### src/rtl/key_debounce_reader.sv
// key_debounce_reader: push-button synchronizer, debouncer, press counter.
// Optional long-press detector built when KEY_LONG_PRESS_EN is defined.
module key_debounce_reader #(
  parameter int DEBOUNCE_CYCLES = 500000,
  parameter int LONG_CYCLES     = 50000000
) (
  input  logic       EXTCLK,
  input  logic       RESET_N,
  input  logic       KEY_IN,
  input  logic       COUNT_CLR,
  output logic       KEY_LEVEL,
  output logic       KEY_PRESS,
  output logic       KEY_RELEASE,
  output logic       KEY_LONG,
  output logic [7:0] PRESS_COUNT
);

  localparam int CW = $clog2(DEBOUNCE_CYCLES);
  localparam logic [CW-1:0] CNT_LAST =
    CW'(DEBOUNCE_CYCLES - 1);
  localparam logic [CW-1:0] CNT_ONE = CW'(1);

  typedef enum logic [1:0] {
    IDLE,
    PRESS_WAIT,
    PRESSED,
    RELEASE_WAIT
  } state_t;

  state_t        state;
  logic [CW-1:0] cnt;
  logic          sync_1;
  logic          sync_n;
  logic          press_acc;
  logic          rel_acc;
  logic          holding;

  // Two-flop synchronizer; idles high (button released).
  always_ff @(posedge EXTCLK) begin
    if (!RESET_N) begin
      sync_1 <= 1'b1;
      sync_n <= 1'b1;
    end else begin
      sync_1 <= KEY_IN;
      sync_n <= sync_1;
    end
  end

  assign press_acc = (state == PRESS_WAIT) &&
                     !sync_n && (cnt == CNT_LAST);
  assign rel_acc   = (state == RELEASE_WAIT) &&
                     sync_n && (cnt == CNT_LAST);
  assign holding   = (state == PRESSED) ||
                     (state == RELEASE_WAIT);

  // Debounce FSM with registered level, pulses and press count.
  always_ff @(posedge EXTCLK) begin
    if (!RESET_N) begin
      state       <= IDLE;
      cnt         <= '0;
      KEY_LEVEL   <= 1'b0;
      KEY_PRESS   <= 1'b0;
      KEY_RELEASE <= 1'b0;
      PRESS_COUNT <= 8'h00;
    end else begin
      KEY_PRESS   <= 1'b0;
      KEY_RELEASE <= 1'b0;
      if (COUNT_CLR)
        PRESS_COUNT <= 8'h00;
      unique case (state)
        IDLE: begin
          if (!sync_n) begin
            state <= PRESS_WAIT;
            cnt   <= CNT_ONE;
          end
        end
        PRESS_WAIT: begin
          if (sync_n) begin
            state <= IDLE;
            cnt   <= '0;
          end else if (cnt == CNT_LAST) begin
            state     <= PRESSED;
            cnt       <= '0;
            KEY_PRESS <= 1'b1;
            KEY_LEVEL <= 1'b1;
            // Clear wins first, then this press counts.
            PRESS_COUNT <= COUNT_CLR ? 8'h01
                         : PRESS_COUNT + 8'h01;
          end else begin
            cnt <= cnt + CNT_ONE;
          end
        end
        PRESSED: begin
          if (sync_n) begin
            state <= RELEASE_WAIT;
            cnt   <= CNT_ONE;
          end
        end
        RELEASE_WAIT: begin
          if (!sync_n) begin
            state <= PRESSED;
            cnt   <= '0;
          end else if (cnt == CNT_LAST) begin
            state       <= IDLE;
            cnt         <= '0;
            KEY_RELEASE <= 1'b1;
            KEY_LEVEL   <= 1'b0;
          end else begin
            cnt <= cnt + CNT_ONE;
          end
        end
        default: begin
          state <= IDLE;
          cnt   <= '0;
        end
      endcase
    end
  end

`ifdef KEY_LONG_PRESS_EN
  localparam int HW =
    (LONG_CYCLES > 1) ? $clog2(LONG_CYCLES) : 1;
  localparam logic [HW-1:0] HOLD_LAST =
    HW'(LONG_CYCLES - 1);
  localparam logic [HW-1:0] HOLD_ONE = HW'(1);

  logic [HW-1:0] hold;

  // Hold timer: runs while pressed, saturates, fires once.
  always_ff @(posedge EXTCLK) begin
    if (!RESET_N) begin
      hold     <= '0;
      KEY_LONG <= 1'b0;
    end else begin
      KEY_LONG <= 1'b0;
      if (press_acc || rel_acc) begin
        hold <= '0;
      end else if (holding && hold != HOLD_LAST) begin
        hold     <= hold + HOLD_ONE;
        KEY_LONG <= (hold == HOLD_LAST - HOLD_ONE);
      end
    end
  end
`else
  logic unused_ok;
  assign unused_ok = press_acc ^ rel_acc ^ holding;
  // Feature compiled out: long-press output is tied low.
  assign KEY_LONG = (LONG_CYCLES < 0) & unused_ok;
`endif

endmodule

### config.mk
export PLATFORM = sky130hd
export DESIGN_NAME = key_debounce_reader
export DESIGN_NICKNAME = d
export VERILOG_FILES = /design/src/rtl/key_debounce_reader.sv
export SDC_FILE = /design/constraint.sdc
export NUM_CORES = 1
export LEC_CHECK = 0
export ABC_AREA = 1
export CORE_MARGIN = 5
export CORE_UTILIZATION = 57
export CTS_CLUSTER_SIZE = 25
export DETAILED_ROUTE_END_ITERATION = 7
export PLACE_DENSITY = 0.77
export RECOVER_POWER = 25
export SLEW_MARGIN = 10
export SYNTH_ARGS = -nofsm -noshare
export SYNTH_HDL_FRONTEND = slang
export SYNTH_SLANG_ARGS = --single-unit
### constraint.sdc
create_clock -name EXTCLK -period 1.65 [get_ports EXTCLK]
set_input_delay 0.33 -clock EXTCLK [delete_from_list [all_inputs] [get_ports EXTCLK]]
set_output_delay 0.33 -clock EXTCLK [all_outputs]
set_load 0.02 [all_outputs]
# Word level (Yosys, flattened, before mapping)
# Index checks and enable logic that the tools add are counted.
# totals
input_bits,4
register_bits,34
# op_classes
bitwise,2
n_eq_ne,12
n_reduce_logical,7
mux,24
n_addsub,2
# ops
operator,count
19-bit two-way mux,5
19-bit case mux with 4 select lines,1
8-bit two-way mux,5
"19-bit by 1-bit adder with 19-bit output, second input constant",1
"19-bit == test, second input constant",1
2-bit two-way mux,6
"2-bit inequality test, second input constant",5
"8-bit by 1-bit adder with 8-bit output, second input constant",1
2-bit case mux with 4 select lines,1
1-bit two-way mux,5
5-bit AND reduction,1
"2-bit == test, second input constant",2
4-bit AND reduction,1
"3-bit by 2-bit inequality test with 1-bit output, second input constant",1
"3-bit inequality test, second input constant",1
3-bit AND reduction,1
3-bit OR reduction,1
"2-bit by 1-bit == test with 1-bit output, second input constant",1
2-bit zero test,1
"2-bit by 1-bit inequality test with 1-bit output, second input constant",1
1-bit NOT,2
1-bit case mux with 2 select lines,1
2-bit AND reduction,1
2-bit nonzero test,1

# Longest topological paths before layout
# Gate-level depths: netlist (run 1).
# depth
ltp_word,5
ltp_mapped,12
mapped_depth_nobuf,12

# Worst setup path after synthesis (run 1)
# OpenSTA, ideal clock, no wires.
# synth_path
kind,reg2reg
start,register cnt[0]
end,register cnt[13]
slack_ns,0.147
path_stages_with_launch,12
t_required_ns,1.518
arrival_time_ns,1.370
n_path_buf,1
setup_ns,0.132
cell_sequence,dfxtp_1 ha_1 nand2_2 nor2_4 inv_2 nor2_4 nand2_2 nand2_2 inv_2 buf_6 nand2_1 a21oi_1
# synth_via
elab_chain_cells,4
elab_cells_between_ends,6
classes_between,add/sub: 1; eq/ne: 1; mux: 4
# synth_lines
element,line_no,rtl
start: declaration,31,logic [CW-1:0] cnt;
start signal: assignment,90,cnt <= cnt + CNT_ONE;
start signal: assignment,109,cnt <= cnt + CNT_ONE;
19-bit by 1-bit adder with 19-bit output or 19-bit == test (tied branches),-,
19-bit two-way mux (*),"81, 103",
"19-bit two-way mux, on equally long branches","100, 78",
19-bit case mux with 4 select lines (*),70,unique case (state)
# Mark *: on every way between the ends. The rest lies on a longest branch, timed or not.
# A chain may end at the register's enable or synchronous reset.

# Worst setup path after layout (run 1)
# layout_path
start,register KEY_RELEASE
end,output KEY_RELEASE
# layout_lines
element,line_no,rtl
start: declaration,13,"output logic KEY_RELEASE,"
start signal: assignment,63,KEY_RELEASE <= 1'b0;
start signal: assignment,67,KEY_RELEASE <= 1'b0;
start signal: assignment,106,KEY_RELEASE <= 1'b1;
# No word-level cell between the ends.

==> flow_summary_export.csv, run 1 <==
group,metric,value,unit
setup_path,cp_max_fo,1,
placed_design,gp_congestion,0.936,
floorplan,die_w,67.2,microns
finish,syn_to_final_growth,15.0,%
drt,drt-initial-drc-count,176,
setup_path,crit_family,"buffers and inverters",
clock_network,clockBufferDepth,2,
synth,ys_seq_area_share,36.5,%
finish,fillerInstances,314,
pwr,ir_worst_vdd,0.479,mV
synth,syn_area,1870,sq um
finish,drive_gt1_share,11.2,%
timing,rsz0062_at_grt,"false",
setup_path,slowest_stage,"clkdlybuf4s50_1",
pwr,power.density,682,nW/um^2
pwr,p_clk_share,33.1,%
drt,ant_nets,0,
clock_network,clk_pin_slew_worst_paths,0.10,ns
clock_network,cts-root-buf,"clkbuf_4",
timing,period_needed,1.58,ns
clock_network,cts_tree,"built",
pwr,p_int,0.00108,W
setup_path,crit_chain,"clkdlybuf4s50_1",
floorplan,die_area,4520,sq um
grt,overflow,0,
floorplan,rows,20,
grt,grt_pass1_vias,1630,
grt,grt_antenna_before_repair,0,
timing,skew,0.00763,ns
synth,synth.area.top_cells,"dfxtp_1 36%, nand2_1 18%, nor2_1 9.9%",
timing,setup_violations,0,
synth,synthesis.nets,301,
timing,max_freq,0.632,GHz
job,drv_cap,0,
synth,ys_warn_count,0,
min_path,hold_path.class,"flop to flop",
timing,period_share,96.0,%
setup_path,path_buf_inv,1,
synth,ys_types,29,
clock_network,postCtsSetupRepairBufs,0,
synth,ys_ff_latch,34,
timing,fin_setup_tns,0,ns
placed_design,dpl.cell_count,357,
grt,grt_pass1_wl,7290,microns
floorplan,core-area,3100,sq um
drt,drc,0,
drt,vias,1851,
pwr,power_switching,0.000380,W
grt,track_usage,21.6,%
timing,hold_viol_final,0,
drt,post_drt_wl_per_cell,11.8,microns
synth,yosysTopAreaCell,"dfxtp_1",
clock_network,postCtsHoldBufs,0,
placed_design,port_buffers,14,
setup_path,criticalPathCategory,"flop to output pin",
pwr,p_total,0.00146,W
clock_network,clock_latency,0.34,ns
floorplan,io_pins,16,
drt,totalWireLength,4320,microns
clock_network,numCtsBuffers,5,
status,run_status,"finished, final reports clean",
finish,layout.nets,326,
pwr,leakagePower,0.847,nW
finish,insertedDiodeCount,0,
finish,stdcell_count,365,
drt,routed_via_density,5.07,
drt,first_pass_iters,4,
pwr,power_frac_comb,8.6,%
clock_network,h-tree-depth,2,
grt,grt_start_max_net_pins,16,
synth,yosysTopAreaCellShare,36.5,%
synth,syn_inst,295,
pwr,p_seq_share,58.3,%
timing,drv_slew,0,
setup_path,crit_arrival,1.25,ns
placed_design,dp_hpwl,3270,microns
clock_network,cts.sinks,34,
pwr,switching_share,26.0,%
setup_path,required,1.32,ns
setup_path,endpoint_kind,"output pin",
synth,postSynthAreaPerCell,6.32,sq um
setup_path,start_kind,"flop",
floorplan,start_util,60.1,%
setup_path,cpPeakStageDelay,0.60,ns
floorplan,die-height,67.2,microns
-- cells by family (layout without fill, tap and decap cells) --
family / after synthesis / after routing / share of synthesized area, %
simple gates: 181 / 181 / 41.8
fa+ha+maj: 2 / 2 / 1.34
buf+inv: 39 / 65 / 8.52
xor+xnor: 6 / 6 / 2.82
other cells: 1 / 1 / 0.201
compound gates: 32 / 32 / 8.85
flops: 34 / 34 / 36.5
-- layout make-up --
| cell class | instances | area (sq um) | share of cell area (%) |
|---|---|---|---|
| inverter | 34 | 130 | 6.07 |
| clock inverter | 1 | 5.00 | 0.233 |
| multi-input combinational | 222 | 1040 | 48.5 |
| clock buffer | 7 | 55.1 | 2.57 |
| sequential | 34 | 686 | 32.0 |
| timing repair buffer | 23 | 173 | 8.05 |
| tap | 44 | 55.1 | 2.57 |
-- Yosys cell counts, drive strengths merged --
library cell and count:
clkinv 1, a21oi 20, nor3 4, nand3b 1
and2 1, xnor2 1, nand2 96, conb 1
buf 3, o21ai 10, inv 33, clkbuf 2
nor4 1, or2 2, o21bai 1, nand4 4
nor2 53, dfxtp 34, o21a 1, nand3 19
xor2 5, ha 2
-- flip-flops by register name, indices dropped and copies added (netlist names), named ones only --
name	flops
sync_1	1
KEY_PRESS	1
sync_n	1
PRESS_COUNT	8
KEY_RELEASE	1
cnt	19
state	1
KEY_LEVEL	1
-- layout by cell type (no fill, tap or decap), types with 5 or more instances in the layout --
cell and count:
a21oi_1 20, buf_4 7, clkbuf_1 6, clkbuf_4 5, dfxtp_1 32, dlygate4sd2_1 7
inv_1 28, nand2_1 91, nand2_2 5, nand3_1 17, nor2_1 48, o21ai_0 10
xor2_1 5
-- stage by stage --
stage | utilization, % | setup slack [ns] | area [sq um] | hold WS, ns
floorplan | - | 0.147 | 1870 | 0.393
detailed placement | 67.6 | 0.0216 | 2100 | 0.404
CTS | 69.2 | 0.00566 | 2150 | 0.428
finish | 69.1 | 0.0665 | 2140 | 0.422
global route | 69.1 | 0.000748 | 2140 | 0.439
global placement | 67.6 | 0.0864 | 2100 | 0.397
-- repair_timing --
action                                  4_1_cts  5_1_grt
endpoints found under the setup margin        7       29
pin swaps                                     0        2
gates cloned                                  0        0
gates resized for setup                       7       13
-- path summary, 6_finish.rpt --
kind	start	end	slack, ns	cells past startpoint
hold reg to reg	sync_1	sync_n	0.42	1
hold / removal	sync_1	sync_n	0.42	1
setup reg to reg	cnt[7]	cnt[18]	0.14	7
setup / recovery	KEY_RELEASE	KEY_RELEASE	0.07	1
-- layer usage --
metal / vias to the layer above / track usage, % / part of all wire, %
met5: - / 0 / 0
met4: 0 / 7.59 / 2.3
met3: 13 / 5.49 / 7.2
met2: 67 / 33.9 / 45
met1: 800 / 28.7 / 46
li1: 971 / - / -
-- power groups by stage --
| stage | Combinational, W | Sequential (W) | Clock, W |
|---|---|---|---|
| after global placement | 0.000134 | 0.000866 | 0 |
| after global routing | 0.000143 | 0.000856 | 0.000538 |
| after floorplan | 0.0000833 | 0.000864 | 0 |
| final | 0.000126 | 0.000853 | 0.000484 |
| after CTS | 0.000134 | 0.000848 | 0.000494 |
| after detailed placement | 0.000134 | 0.000866 | 0 |
(Power assumes the default switching activity.)
==> run 2, diff against run 1 <==
Settings changed: GPL_TIMING_DRIVEN from default to 0, SKIP_LAST_GASP from default to 1.
==> run 2 against run 1 <==
Net effect:
- power is 10% higher
- register-to-register slack worse by 0.04 ns
- clock skew is 0.0011 ns higher
- non-clock buffer count is 3 lower
- clock-buffer cell count is 2 lower
- combinational power hardly changed
- utilization is 0.65 points higher
- maximum frequency is 0.93% lower
- critical path type unchanged
- critical endpoint is now KEY_PRESS
- highest routed layer unchanged
==> flow_summary_export.csv, run 2 (same netlist as run 1, synthesis figures left out) <==
group,metric,value,unit
clock_network,postCtsHoldBufs,0,
finish,fillerInstances,305,
floorplan,die-height,67.2,microns
grt,grt_pass1_wl,6970,microns
timing,drv_slew,0,
pwr,p_total,0.00161,W
job,drv_cap,0,
finish,layout.nets,323,
finish,reg_top3,"cnt: 19 flops, PRESS_COUNT: 8 flops",
setup_path,r2r-end,"cnt[8]",
pwr,power.density,744,nW/um^2
clock_network,clk_pin_slew_worst_paths,0.12,ns
pwr,ir_worst_vdd,0.647,mV
timing,period_needed,1.60,ns
min_path,holdPathEnd,"sync_n",
drt,post_drt_wl_per_cell,11.1,microns
drt,totalWireLength,4010,microns
placed_design,dp_hpwl,3060,microns
floorplan,die_area,4520,sq um
clock_network,numCtsBuffers,5,
setup_path,reg2reg_from,"cnt[0]",
finish,top_register,"cnt",
clock_network,cts.sinks,34,
finish,drive_gt1_share,10.7,%
setup_path,cpPeakStageDelay,0.60,ns
clock_network,h-tree-depth,2,
floorplan,die_w,67.2,microns
finish,utilization,69.8,%
timing,hold_slack,0.427,ns
finish,multi_input_area,1050,sq um
setup_path,criticalPathCategory,"flop to output pin",
finish,largest_reg_flops,19,
finish,seq_area,687,sq um
setup_path,crit_family,"buffers and inverters",
drt,drt-initial-drc-count,96,
setup_path,endpoint_kind,"output pin",
grt,grt_pass1_vias,1582,
timing,hold_viol_final,0,
setup_path,slowest_stage,"clkdlybuf4s50_1",
clock_network,clock_latency,0.36,ns
placed_design,dpl.cell_count,353,
finish,syn_to_final_growth,16.0,%
finish,insertedDiodeCount,0,
grt,overflow,0,
timing,skew,0.00870,ns
timing,max_freq,0.626,GHz
timing,setup_violations,0,
floorplan,core-area,3100,sq um
setup_path,r2r_setup_slack,0.10,ns
grt,use_met2,31.9,%
floorplan,start_util,60.1,%
setup_path,ff2ff_path_depth,11,
floorplan,rows,20,
setup_path,cp_max_fo,1,
drt,first_pass_iters,5,
timing,period_share,96.9,%
finish,final_common_cell,"nand2_1",
grt,track_usage,20.0,%
floorplan,io_pins,16,
setup_path,crit_arrival,1.27,ns
setup_path,crit_chain,"clkdlybuf4s50_1",
drt,vias,1784,
grt,grt_use_met3,3.99,%
finish,stdcell_count,362,
timing,fin_setup_tns,0,ns
placed_design,port_buffers,14,
grt,grt_util_met1,26.7,%
setup_path,path_buf_inv,1,
drt,routed_via_density,4.93,
pwr,leakagePower,0.843,nW
grt,grt_antenna_before_repair,0,
drt,drc,0,
status,run_status,"finished, final reports clean",
clock_network,cts-root-buf,"clkbuf_4",
grt,grt_start_max_net_pins,13,
setup_path,required,1.32,ns
placed_design,gp_congestion,0.913,
min_path,worstHoldStart,"sync_1",
setup_path,start_kind,"flop",
min_path,hold_path.class,"flop to flop",
drt,ant_nets,0,
grt,busiest_layer,"met2",
finish,layout_common_cells,"91 x nand2_1, 47 x nor2_1, 31 x dfxtp_1",
clock_network,clockBufferDepth,2,
min_path,hold_depth,1,
clock_network,cts_tree,"built",
timing,rsz0062_at_grt,"true",
==> run 2: stage by stage <==
step	setup WS [ns]	instance area [sq um]
finish	0.0517	2160
global route	-0.0124	2160
CTS	0.00351	2150
detailed placement	-0.198	2060
global placement	-0.208	2060
floorplan	0.147	1870
==> run 2: worst max-delay path by stage <==
stage | start | end | cells after the start
floorplan | cnt[0] | cnt[13] | 11
global placement | RESET_N | PRESS_COUNT[1] | 5
detailed placement | RESET_N | sync_n | 4
CTS | PRESS_COUNT[7] | PRESS_COUNT[7] | 1
global route | cnt[0] | cnt[8] | 11
finish | KEY_PRESS | KEY_PRESS | 1
==> run 2: what timing repair did <==
| action | CTS | global route |
|---|---|---|
| setup endpoints to repair | 22 | 20 |
| buffers inserted | 0 | 1 |
| resized for setup | 12 | 9 |
| pin swaps | 0 | 1 |
| gates cloned | 0 | 0 |
==> run 2: report_power, final <==
part | switching (W) | total, W | leakage [nW] | internal (W)
clock network | 0.000314 | 0.000632 | 0.0374 | 0.000318
registers | 0.0000163 | 0.000853 | 0.276 | 0.000837
logic | 0.0000873 | 0.000125 | 0.529 | 0.0000375
==> run 2: area by class of cell <==
| cell class | count | share of cell area (%) |
|---|---|---|
| multi-input combinational | 222 | 48.7 |
| timing repair buffer | 15 | 5.78 |
| inverter | 34 | 6.01 |
| clock inverter | 3 | 2.08 |
| tap | 44 | 2.54 |
| buffer | 5 | 1.45 |
| sequential | 34 | 31.7 |
| clock buffer | 5 | 1.73 |
==> run 2: layer usage <==
metal  wire length, microns  vias to the layer above
li1                       -                      961
met2                   1720                       35
met4                     77                        0
met3                    166                        8
met5                      0                        -
met1                   2050                      780
==> run 3, diff against run 2 <==
Settings changed: CELL_PAD_IN_SITES_DETAIL_PLACEMENT from default to 1, CELL_PAD_IN_SITES_GLOBAL_PLACEMENT from default to 2, CORE_UTILIZATION 57 to 31.
==> run 3 against run 2 <==
Net effect:
- setup slack better by 0.029 ns
- critical path depth increased by 10
- non-clock buffer count rose by 2
- sequential power down 0.5%
- die area up 70%
- clock power grew 25%
==> flow_summary_export.csv, run 3 (same netlist as run 1, synthesis figures left out) <==
group,metric,value,unit
pwr,p_total,0.00179,W
grt,grt_pass1_vias,1846,
finish,top_register,"cnt",
drt,post_drt_wl_per_cell,13.4,microns
timing,rsz0062_at_grt,"true",
finish,layout_common_cells,"91 x nand2_1, 45 x nor2_1, 30 x dfxtp_1, 30 x inv_1, 20 x a21oi_1",
timing,tightest_slew,0.531,ns
finish,stdcell_area,2250,sq um
floorplan,die_w,87.6,microns
floorplan,start_util,31.7,%
placed_design,port_buffers,14,
drt,first_pass_iters,4,
drt,ant_nets,0,
job,drv_cap,0,
timing,drv_slew,0,
clock_network,clockBufferDepth,2,
grt,track_usage,15.1,%
setup_path,crit_arrival,1.73,ns
pwr,power.density,794,nW/um^2
floorplan,rows,28,
floorplan,die-height,87.6,microns
floorplan,die_area,7670,sq um
drt,vias,1855,
grt,grt_antenna_before_repair,0,
pwr,ir_worst_vdd,0.388,mV
pwr,leakagePower,0.842,nW
placed_design,dp_hpwl,4090,microns
finish,reg_top3,"cnt: 19 flops, PRESS_COUNT: 8 flops",
placed_design,dpl.cell_count,384,
timing,hold_viol_final,0,
pwr,p_clk_share,44.3,%
clock_network,numCtsBuffers,5,
clock_network,cts-root-buf,"clkbuf_8",
setup_path,endpoint_kind,"flop",
floorplan,core-area,5890,sq um
clock_network,h-tree-depth,2,
floorplan,io_pins,16,
finish,insertedDiodeCount,0,
finish,stdcell_count,395,
timing,relSlewSlack,64.6,%
setup_path,criticalPathCategory,"flop to flop",
placed_design,post_dp_cell_area,2100,sq um
drt,drc,0,
min_path,hold_path.class,"flop to flop",
finish,seq_area,686,sq um
drt,routed_via_density,4.70,
setup_path,start_kind,"flop",
grt,grt_start_max_net_pins,13,
finish,final_common_cell,"nand2_1",
timing,fin_setup_tns,0,ns
drt,totalWireLength,5290,microns
finish,layout.nets,325,
finish,multi_input_area,1060,sq um
finish,largest_reg_flops,19,
timing,skew,0.00490,ns
status,run_status,"finished, final reports clean",
clock_network,cts_tree,"built",
timing,hold_slack,0.419,ns
finish,fillerInstances,789,
timing,max_freq,0.637,GHz
grt,overflow,0,
pwr,p_int,0.00133,W
timing,period_share,95.1,%
clock_network,clock_latency,0.30,ns
clock_network,clk_pin_slew_worst_paths,0.08,ns
pwr,switching_share,25.5,%
placed_design,gp_congestion,0.781,
timing,period_needed,1.57,ns
pwr,power_switching,0.000456,W
grt,grt_pass1_wl,8930,microns
drt,drt-initial-drc-count,53,
finish,drive_gt1_share,12.8,%
finish,syn_to_final_growth,20.6,%
timing,setup_violations,0,
pwr,power_frac_comb,8.2,%
setup_path,cp_max_fo,10,
clock_network,cts.sinks,34,
setup_path,required,1.81,ns
pwr,p_seq_share,47.5,%
clock_network,postCtsHoldBufs,0,
[run 3: cell count changes in the layout (fill, tap and decap cells not counted), moves of 2 or more]
| cell | previous run | this run |
|---|---|---|
| clkbuf_8 | 0 | 5 |
| nor2_1 | 47 | 45 |
| dlygate4sd2_1 | 8 | 2 |
| clkbuf_4 | 5 | 0 |
| dfxtp_2 | 2 | 4 |
| buf_4 | 2 | 4 |
| clkdlybuf4s50_1 | 4 | 6 |
| clkbuf_1 | 4 | 6 |
| nor2_2 | 2 | 4 |
[run 3: metrics by stage]
step / util, % / setup WS [ns]
finish: 38.2 / 0.0809
global route: 38.2 / -0.0457
CTS: 38.3 / -0.0246
detailed placement: 35.7 / -0.358
global placement: 35.7 / -0.381
floorplan: - / 0.147
[run 3: area by class of cell]
type,instances,area share (%)
clock buffer,5,3.06
timing repair buffer,17,5.84
sequential,34,30.5
buffer,5,1.45
multi-input combinational,222,47.1
inverter,34,5.95
tap,75,4.17
clock inverter,3,2.00
[run 3: routing by layer]
metal / share of wire (%) / GRT usage, %
met2: 45 / 23.9
met3: 2.7 / 2.82
met4: 1.5 / 5.44
met1: 51 / 20.5
met5: 0 / 0
[run 3: power by group through the flow]
stage	clock [W]	combinational (W)	sequential [W]
2_1_floorplan	0	0.0000833	0.000864
3_3_place_gp	0	0.000133	0.000867
3_5_place_dp	0	0.000132	0.000867
4_1_cts	0.000821	0.000146	0.000849
5_1_grt	0.000849	0.000163	0.000851
6_report	0.000791	0.000146	0.000849
[run 3: critical path, stage by stage (launching register included)]
cell and delay (ns):
dfxtp_2 0.36, ha_4 0.16, nand2_2 0.10, nor2_4 0.12
inv_2 0.07, nor2_4 0.10, nand2_2 0.09, nand2_4 0.10
inv_4 0.06, buf_6 0.15, nand2_1 0.07, a21oi_1 0.05
[run 3: path summary, 6_finish.rpt]
| kind | depth (start not counted) | endpoint | from | slack [ns] |
|---|---|---|---|---|
| max | 11 | cnt[14] | cnt[1] | 0.08 |
| min reg2reg | 1 | sync_n | sync_1 | 0.42 |
| min | 1 | sync_n | sync_1 | 0.42 |
| max reg2reg | 11 | cnt[14] | cnt[1] | 0.08 |
[run 3: what timing repair did]
action,in CTS,in global routing
pin swaps,1,1
gates resized for setup,10,14
buffers inserted,2,1
endpoints found under the setup margin,26,31
